## config.mk

```make
export PLATFORM = sky130hd
export DESIGN_NAME = lpc_record_uart
export DESIGN_NICKNAME = d
export VERILOG_FILES = /design/src/rtl/lpc_sniffer_pkg.sv /design/src/rtl/lpc_record_uart_tx.sv /design/src/rtl/lpc_record_uart.sv
export SDC_FILE = /design/constraint.sdc
export NUM_CORES = 1
export LEC_CHECK = 0
export CORE_UTILIZATION = 30
export DETAILED_ROUTE_END_ITERATION = 7
export DONT_BUFFER_PORTS = 1
export GPL_TIMING_DRIVEN = 0
export SLEW_MARGIN = 10
export SYNTH_ARGS = -nofsm -noshare
export SYNTH_HDL_FRONTEND = slang
export SYNTH_HIERARCHICAL = 1
export SYNTH_SLANG_ARGS = --single-unit
```

## constraint.sdc

```tcl
create_clock -name clk -period 3.4 [get_ports clk]
set_input_delay 0 -clock clk [delete_from_list [all_inputs] [get_ports clk]]
set_output_delay 0 -clock clk [all_outputs]
set_load 0.05 [all_outputs]
```

## src/rtl/lpc_sniffer_pkg.sv

```systemverilog
// lpc_sniffer_pkg: shared constants for the LPC sniffer record path.
// Holds the record-drain FSM state encoding, ASCII codes used by the hex
// output mode, the 8N1 frame length and a nibble-to-hex-character helper.
package lpc_sniffer_pkg;
    localparam logic [1:0] ST_IDLE  = 2'd0;
    localparam logic [1:0] ST_FETCH = 2'd1;
    localparam logic [1:0] ST_LOAD  = 2'd2;
    localparam logic [1:0] ST_SEND  = 2'd3;
    localparam logic [7:0] ASCII_CR   = 8'h0D;
    localparam logic [7:0] ASCII_LF   = 8'h0A;
    localparam logic [7:0] ASCII_ZERO = 8'h30;
    localparam logic [7:0] ASCII_A    = 8'h41;
    localparam int FRAME_BITS = 10;
    function automatic logic [7:0] hex_char(input logic [3:0] n);
        return (n < 4'd10) ? ASCII_ZERO + {4'd0, n} : ASCII_A + {4'd0, n - 4'd10};
    endfunction
endpackage

```

## src/rtl/lpc_record_uart_tx.sv

```systemverilog
// uart_tx: byte-wide 8N1 serialiser (start 0, 8 data bits LSB first, stop 1).
// Ports: clk; reset (async, active-low); tx_start (load tx_data and begin a
// frame); tx_data[7:0]; tx_busy (low when a new tx_start is accepted, which
// includes the final cycle of a stop bit so frames abut); uart_tx (line, idle 1).
module uart_tx
    import lpc_sniffer_pkg::*;
#(
    parameter int CLKS_PER_BIT = 104
) (
    input  logic       clk,
    input  logic       reset,
    input  logic       tx_start,
    input  logic [7:0] tx_data,
    output logic       tx_busy,
    output logic       uart_tx
);
    localparam int BW = $clog2(CLKS_PER_BIT);
    logic          active;
    logic [3:0]    bit_cnt;
    logic [BW-1:0] baud;
    logic [8:0]    sh;
    logic          bit_end;
    logic          last;
    assign bit_end = baud == BW'(CLKS_PER_BIT - 1);
    assign last    = active && bit_end && bit_cnt == 4'(FRAME_BITS - 1);
    // Report idle during the last stop cycle so the parent can chain the next byte.
    assign tx_busy = active && !last;
    always_ff @(posedge clk or negedge reset)
        if (!reset) begin
            active  <= 1'b0;
            bit_cnt <= '0;
            baud    <= '0;
            sh      <= '0;
            uart_tx <= 1'b1;
        end else if (tx_start && !tx_busy) begin
            active  <= 1'b1;
            bit_cnt <= '0;
            baud    <= '0;
            sh      <= {1'b1, tx_data};
            uart_tx <= 1'b0;
        end else if (active) begin
            baud <= bit_end ? '0 : baud + 1'b1;
            if (bit_end) begin
                active  <= !last;
                bit_cnt <= last ? '0 : bit_cnt + 1'b1;
                sh      <= sh >> 1;
                uart_tx <= last ? 1'b1 : sh[0];
            end
        end
endmodule

```

## src/rtl/lpc_record_uart.sv

```systemverilog
// lpc_record_uart: pops records from the ring buffer and ships them over UART.
// Ports: clk; reset (async, active-low); empty (ring buffer has no record);
// read_data[DW-1:0] (valid the cycle after read_clk_enable);
// read_clk_enable (one-cycle pop strobe); uart_tx (serial line, idle 1);
// busy (high from the pop strobe until the record's last stop bit ends).
// Build option LPC_UART_HEX_ASCII_EN: send DW/4 uppercase hex characters plus
// CR LF instead of DW/8 raw bytes, most significant first in both modes.
module lpc_record_uart
    import lpc_sniffer_pkg::*;
#(
    parameter int DW           = 32,
    parameter int CLKS_PER_BIT = 104
) (
    input  logic          clk,
    input  logic          reset,
    input  logic          empty,
    input  logic [DW-1:0] read_data,
    output logic          read_clk_enable,
    output logic          uart_tx,
    output logic          busy
);
`ifdef LPC_UART_HEX_ASCII_EN
    localparam int STEP = 4;
    localparam int NCH  = DW / 4 + 2;
`else
    localparam int STEP = 8;
    localparam int NCH  = DW / 8;
`endif
    localparam int CW = $clog2(NCH + 1);
    logic [1:0]      state;
    logic [1:0]      next_state;
    logic [DW-1:0]   rec;
    logic [DW-1:0]   src;
    logic [CW-1:0]   cnt;
    logic [CW-1:0]   nidx;
    logic [STEP-1:0] top;
    logic [7:0]      tx_data;
    logic            tx_start;
    logic            tx_busy;
    // The first character comes straight off read_data during LOAD; later ones
    // come from the captured record, which is pre-shifted by one symbol.
    assign src  = (state == ST_LOAD) ? read_data : rec;
    assign nidx = (state == ST_LOAD) ? '0 : cnt + 1'b1;
    assign top  = src[DW-1 -: STEP];
`ifdef LPC_UART_HEX_ASCII_EN
    assign tx_data = (nidx < CW'(DW / 4)) ? hex_char(top) : (nidx == CW'(DW / 4)) ? ASCII_CR : ASCII_LF;
`else
    assign tx_data = top;
`endif
    assign tx_start = (state == ST_LOAD) || (state == ST_SEND && !tx_busy && cnt != CW'(NCH - 1));
    always_comb
        next_state = (state == ST_IDLE)  ? (empty ? ST_IDLE : ST_FETCH) :
                     (state == ST_FETCH) ? ST_LOAD :
                     (state == ST_LOAD)  ? ST_SEND :
                     (!tx_busy && cnt == CW'(NCH - 1)) ? ST_IDLE : ST_SEND;
    always_ff @(posedge clk or negedge reset)
        if (!reset) begin
            state           <= ST_IDLE;
            read_clk_enable <= 1'b0;
            busy            <= 1'b0;
            rec             <= '0;
            cnt             <= '0;
        end else begin
            state           <= next_state;
            read_clk_enable <= next_state == ST_FETCH;
            busy            <= next_state != ST_IDLE;
            if (tx_start) begin
                rec <= src << STEP;
                cnt <= nidx;
            end
        end
    uart_tx #(.CLKS_PER_BIT(CLKS_PER_BIT)) u_tx (
        .clk      (clk),
        .reset    (reset),
        .tx_start (tx_start),
        .tx_data  (tx_data),
        .tx_busy  (tx_busy),
        .uart_tx  (uart_tx)
    );
endmodule

```

==> results.toml, run 1 <==
[status]
status = "complete, no violations"

[floorplan]
ioPinCount = 38
fp.dieArea_mm2 = 0.00988
core_mm2 = 0.00920
rows = 35
start_util_pct = 30.9
die-width_um = 99.4
fp.dieH_um = 99.4

[cells_and_area]
n_fill_cell = 948
final_cell_mix = "nand2_1, dfrtp_1, a21oi_1, dlygate4sd3_1, nor2_1"
final_nets = 392
area_delta_synth_final_pct = 19.5
final_common_cell = "nand2_1"
final_area_mm2 = 0.00340
drive_gt1_share_pct = 11.0
antennaDiodeCount = 0

[setup_path]
max_stage_delay_ps = 420
crit_slowest_cell = "dfrtp_1"
critPathCaptureType = "flip-flop"
cp-start-kind = "flip-flop"
cp_max_fo = 10
cp.required_ps = 3640
cp_common_cell = "buf_2"
path_cells = "ha_1 > and3_4 > nand3_4 > o21ai_1 > inv_1 > o21ai_4 > and2_1 > buf_2 > buf_2 > nor2b_1 > buf_2 > a22o_1 > a31oi_1 > o21ai_1"
arrival_ps = 3340
crit_type = "reg2reg"

[global_routing]
antenna_found_initial = 0
overflow = 0
grt_pass1_wl_mm = 11.7
grt_util_all_layers_pct = 14.8
grt_pass1_vias = 2460
grtUsageMet1_pct = 18.3
met2_usage_pct = 26.1
grt_util_met3_pct = 3.72
grt_busiest_layer = "met2"
grt_max_degree = 54

[timing]
fin_crit_ps = 3100
setup_viol = 0
min_period_over_period_pct = 91.1
hold_slack_ps = 9.02
slew_headroom_pct = 66.9
hold_violations = 0
finalSetupTns_ps = 0
max_freq_mhz = 323
worst_slew_pin_slew_ps = 496
finalMaxSlewViolations = 0
skew_ps = 15.6
grt_setup_unrepaired = "no"

[drt]
firstDrtPassIters = 4
vias = 2352
routed_wl_mm = 6.67
ant_nets = 0
via_per_inst = 5.07
drtIter0Drc = 109
drc = 0
avgRoutedWirePerCell_um = 14.4

[synth]
ys_seq_area_share_pct = 46.7
ys.flop_type = "dfrtp_1"
synth_enable_flop_cells = 0
yosys_warnings = 6
synthCells = 316
ys_ff_latch = 53
synth_nets = 356
synth_cell_types = 47
syn-mean-instance-area_um2 = 9.00
synth-async-reset-ratio_pct = 100
syn-cell-area_mm2 = 0.00285

[place]
gp_congestion = 0.771
post-dp-hpwl_mm = 4.54
io_buffers = 0
placed_cell_area_mm2 = 0.00298

[cts]
clk_pin_slew_ps = 120
cts_buffers = 5
root_buffer = "clkbuf_8"
htree_num_levels = 2
clk-insertion-delay-late_ps = 320
cts_tree = "built"
clock-sinks = 53
clockBufferDepth = 2

[power_and_ir_drop]
max-vdd-ir-drop_uv = 286
powerDensity_mw_per_mm2 = 637
report.power.total_mw = 2.17
power_leakage_nw = 1.54

[flow_run]
drv_cap = 0

[worst_hold_path]
hold_path.class = "in2reg"
-- synthesized netlist by cell type (all sizes together), types with 3 or more instances --
| master | instances | area, µm² |
|---|---|---|
| nand2 | 75 | 300 |
| dfrtp | 52 | 1300 |
| a21oi | 29 | 145 |
| nor2 | 24 | 95.1 |
| buf | 18 | 116 |
| a31oi | 17 | 106 |
| nand3 | 17 | 97.6 |
| o21ai | 14 | 70.1 |
| a22o | 11 | 96.3 |
| mux2i | 9 | 90.1 |
| ha | 5 | 62.6 |
| inv | 4 | 15.0 |
| nand2b | 4 | 25.0 |
| clkbuf | 3 | 21.3 |
| nor3b | 3 | 27.5 |
| xnor2 | 3 | 26.3 |
-- logic make-up after synthesis --
logic type      count (synthesis)  share of synthesized area, %
fa+ha+maj                       5                          2.20
flops                          53                          46.7
xor+xnor                        5                          1.54
simple gates                  141                          24.1
compound gates                 78                          17.0
mux                             9                          3.17
buf+inv                        25                          5.36
-- power by group --
group,internal [mW],switching (mW),leakage (nW)
sequential,0.884,0.200,0.642
combinational,0.334,0.358,0.848
clock,0.155,0.234,0.0506
total,1.37,0.793,1.54
-- path summary, 6_finish.rpt --
kind,start,endpoint,slack [ps],cells after the start
min in group asynchronous,reset,u_tx/sh[6],230,2
max reg2reg,u_tx/baud[0],u_tx/sh[4],300,14
max in group asynchronous,reset,u_tx/uart_tx,2890,2
min,read_data[29],u_tx/sh[5],9,4
max,u_tx/baud[0],u_tx/sh[4],300,14
min reg2reg,rec[13],rec[13],510,2
-- flip-flops by register name, indices dropped and copies added (netlist names) --
register	count
busy	1
read_clk_enable	1
state	2
u_tx/baud	7
u_tx/active	1
rec	24
u_tx/uart_tx	1
cnt	3
u_tx/sh	9
u_tx/bit_cnt	4
-- worst max-delay path: cells and delay by family (launching register included) --
kind            cells  cell delay (ps)
buf+inv             4              850
compound gates      5              840
simple gates        4              660
flops               1              420
fa+ha+maj           1              250
-- per-stage QoR --
| step | util [%] | std cells | worst slack, ps |
|---|---|---|---|
| floorplan | - | 316 | 698 |
| global placement | 32.4 | 427 | 22.1 |
| detailed placement | 32.4 | 427 | 14.0 |
| CTS | 36.9 | 464 | 118 |
| global route | 37.0 | 464 | 38.1 |
| finish | 37.0 | 464 | 304 |
-- metal layers --
metal / up-vias / routed length [µm]
met2: 51 / 3260
met5: - / 0
met4: 0 / 44
met3: 4 / 318
met1: 1128 / 3040
li1: 1169 / -
-- what timing repair did --
item / 4_1_cts / 5_1_grt
setup endpoints to repair: 5 / 9
endpoints found under the hold margin: 81 / 0
hold buffers: 29 / 0
buffers inserted: 0 / 0
resized for setup: 1 / 2
-- final cells by class --
class	count	area [µm²]	share of cell area, %
tap	111	139	4.08
timing repair buffer	29	308	9.05
multi-input combinational	238	1380	40.5
clock buffer	5	68.8	2.02
inverter	4	15.0	0.442
clock inverter	3	28.8	0.846
sequential	53	1330	39.0
buffer	21	138	4.05
(Power assumes the default switching activity.)
==> run 2: changes to the inputs <==
- ABC_AREA: unset -> 1
- CTS_BUF_LIST: unset -> sky130_fd_sc_hd__clkbuf_8
==> run 2 against run 1 <==
  * Global-route usage fell by 0.14 points
  * Highest routed layer unchanged
  * Count of clock-buffer cells in the layout rose by 1
  * Synthesized cell count rose by 19%
  * Sequential share of layout area fell by 0.52 points
  * Combinational power fell by 89%
  * Wire length rose by 0.76%
  * Maximum frequency rose by 8.1%
  * Worst setup slack improved by 230 ps
  * Die area rose by 1.3%
==> results.toml, run 2 <==
[synth]
syn-mean-instance-area_um2 = 7.64
yosysMostFrequentCell = "nand2_1"
netlist_top_cells_area = "dfrtp_1, nand2_1, nand3_1"
synth_nets = 417
synth_cell_types = 30
synth_commonest_cells = "nand2_1, nand3_1, dfrtp_1, inv_1, nor2_1"
ys_ff_latch = 53
ys.flop_type = "dfrtp_1"
synthCells = 377
yosys.area.top_type = "dfrtp_1"
synth_enable_flop_cells = 0
yosys_warnings = 6
ys_seq_area_share_pct = 46.1
syn-cell-area_mm2 = 0.00288
yosys.area.top_type_share_pct = 45.2
synth-async-reset-ratio_pct = 100

[worst_hold_path]
hold_path.class = "in2reg"

[cts]
htree_num_levels = 2
cts_tree = "built"
clk-insertion-delay-late_ps = 310
clockBufferDepth = 2
cts_buffers = 5
root_buffer = "clkbuf_8"
clk_pin_slew_ps = 100
clock-sinks = 53

[cells_and_area]
largestRegisters = "rec (24), u_tx/sh (9), u_tx/baud (7)"
final_nets = 451
regMostFlops = "rec"
final_common_cell = "nand2_1"
utilization_pct = 37.1
n_fill_cell = 988
multi_input_area_mm2 = 0.00127
register_area_mm2 = 0.00133
antennaDiodeCount = 0
area_delta_synth_final_pct = 19.6
final_cell_mix = "nand2_1, nand3_1, dfrtp_1, inv_1, dlygate4sd3_1"
largest_reg_flops = 24
drive_gt1_share_pct = 9.95

[timing]
fin_crit_ps = 2860
finalSetupTns_ps = 0
setup_viol = 0
max_freq_mhz = 349
slew_headroom_pct = 68.3
grt_setup_unrepaired = "no"
hold_violations = 0
finalMaxSlewViolations = 0
min_period_over_period_pct = 84.3
skew_ps = 5.31
worst_slew_pin_slew_ps = 476

[global_routing]
grt_pass1_vias = 2498
antenna_found_initial = 0
grt_pass1_wl_mm = 11.6
grt_util_all_layers_pct = 14.6
overflow = 0
grt_max_degree = 54

[power_and_ir_drop]
powerDensity_mw_per_mm2 = 345
power_leakage_nw = 1.80
max-vdd-ir-drop_uv = 247

[place]
post-dp-hpwl_mm = 4.54
io_buffers = 0
gp_congestion = 0.811

[setup_path]
ff2ff_path_depth = 18
path_cells = "inv_1 > ha_1 > nand2_1 > nor2_1 > nand3_1 > nand2_2 > buf_6 > inv_1 > nor2_1 > nand2_2 > nand2_4 > buf_6 > buf_2 > inv_1 > o211ai_1 > nor2_1 > nand2_1 > o21ai_0"
arrival_ps = 3060
crit_slowest_cell = "dfrtp_1"
path_depth = 18
crit_type = "reg2reg"
cp_top_family = "simple AND/OR/NAND/NOR gates"
cp.buffers_inverters = 6
cp.required_ps = 3600
crit_end = "u_tx/bit_cnt[1]"
r2r-end = "u_tx/bit_cnt[1]"
critPathCaptureType = "flip-flop"
cp_max_fo = 11
ff2ff_setup_slack_ps = 540
cp-startpoint = "u_tx/bit_cnt[1]"
worstReg2RegStart = "u_tx/bit_cnt[1]"
max_stage_delay_ps = 410
cp-start-kind = "flip-flop"

[drt]
drtIter0Drc = 102
vias = 2435
ant_nets = 0
via_per_inst = 4.50
drc = 0
avgRoutedWirePerCell_um = 12.4
firstDrtPassIters = 4
routed_wl_mm = 6.72

[floorplan]
start_util_pct = 31.0
fp.dieArea_mm2 = 0.0100
ioPinCount = 38
rows = 35
core_mm2 = 0.00928
fp.dieH_um = 100
die-width_um = 100

[status]
status = "complete, no violations"

[flow_run]
drv_cap = 0
## run 2: cell types whose count changed after synthesis, moves of 11 or more
| cell | before | now |
|---|---|---|
| nand2_1 | 73 | 152 |
| nand3_1 | 16 | 69 |
| a21oi_1 | 29 | 1 |
| inv_1 | 4 | 30 |
| a31oi_1 | 17 | 0 |
| a22o_1 | 11 | 0 |
| buf_2 | 14 | 3 |
| nor2_1 | 22 | 11 |
## run 2: cells by family (layout without fill, tap and decap cells)
group           after synthesis  count (layout)  share of synthesized area (%)
simple gates                246             246                           37.4
buf+inv                      54              89                           9.81
flops                        53              53                           46.1
compound gates               13              13                           2.69
xor+xnor                      6               6                           1.82
fa+ha+maj                     5               5                           2.17
## run 2: final cells by class
| type | count | area share, % |
|---|---|---|
| Buffer | 17 | 4.03 |
| Clock buffer | 6 | 2.40 |
| Clock inverter | 2 | 0.980 |
| Inverter | 37 | 4.17 |
| Multi-Input combinational cell | 270 | 36.9 |
| Sequential cell | 53 | 38.5 |
| Tap cell | 129 | 4.68 |
| Timing Repair Buffer | 27 | 8.35 |
## run 2: how the worst min path moves through the flow
stage | to | cells past startpoint | start | slack (ps)
detailed placement | u_tx/bit_cnt[3] | 0 | reset | -290
global route | u_tx/sh[4] | 6 | read_data[28] | 60
finish | u_tx/sh[0] | 6 | read_data[24] | 20
floorplan | busy | 0 | reset | -300
global placement | u_tx/bit_cnt[3] | 0 | reset | -290
CTS | u_tx/sh[0] | 6 | read_data[24] | 20
## run 2: power by group
part | internal [mW] | total (mW) | switching [mW] | leakage [nW]
Clock | 0.238 | 0.450 | 0.213 | 0.0626
Sequential | 0.649 | 0.659 | 0.00990 | 0.613
Combinational | 0.0409 | 0.0791 | 0.0382 | 1.13
Total | 0.928 | 1.19 | 0.261 | 1.80
## run 2: stage by stage
step	total power, mW	hold WS, ps	cells	setup slack [ps]	area (µm²)
after floorplan	0.702	-296	377	996	2880
after global placement	0.709	-294	506	564	3040
after detailed placement	0.710	-293	506	523	3040
after CTS	1.20	16.7	541	508	3450
after global routing	1.24	61.6	541	142	3450
final	1.19	20.5	541	535	3450
## run 2: worst min-delay path, delay by kind of cell
kind / cells / cell delay [ps]
buffers and inverters: 1 / 30
AND/OR/NAND/NOR: 5 / 260
## run 2: repair_timing
action / CTS / global route
hold buffers: 27 / 0
gates resized for setup: 0 / 0
setup buffers: 0 / 0
hold endpoints to repair: 80 / 0
## run 2: per-layer routing
metal	track usage (%)	wire [µm]
met5	0	0
met4	3.57	42
met3	2.58	223
met2	26.0	3300
met1	18.5	3150
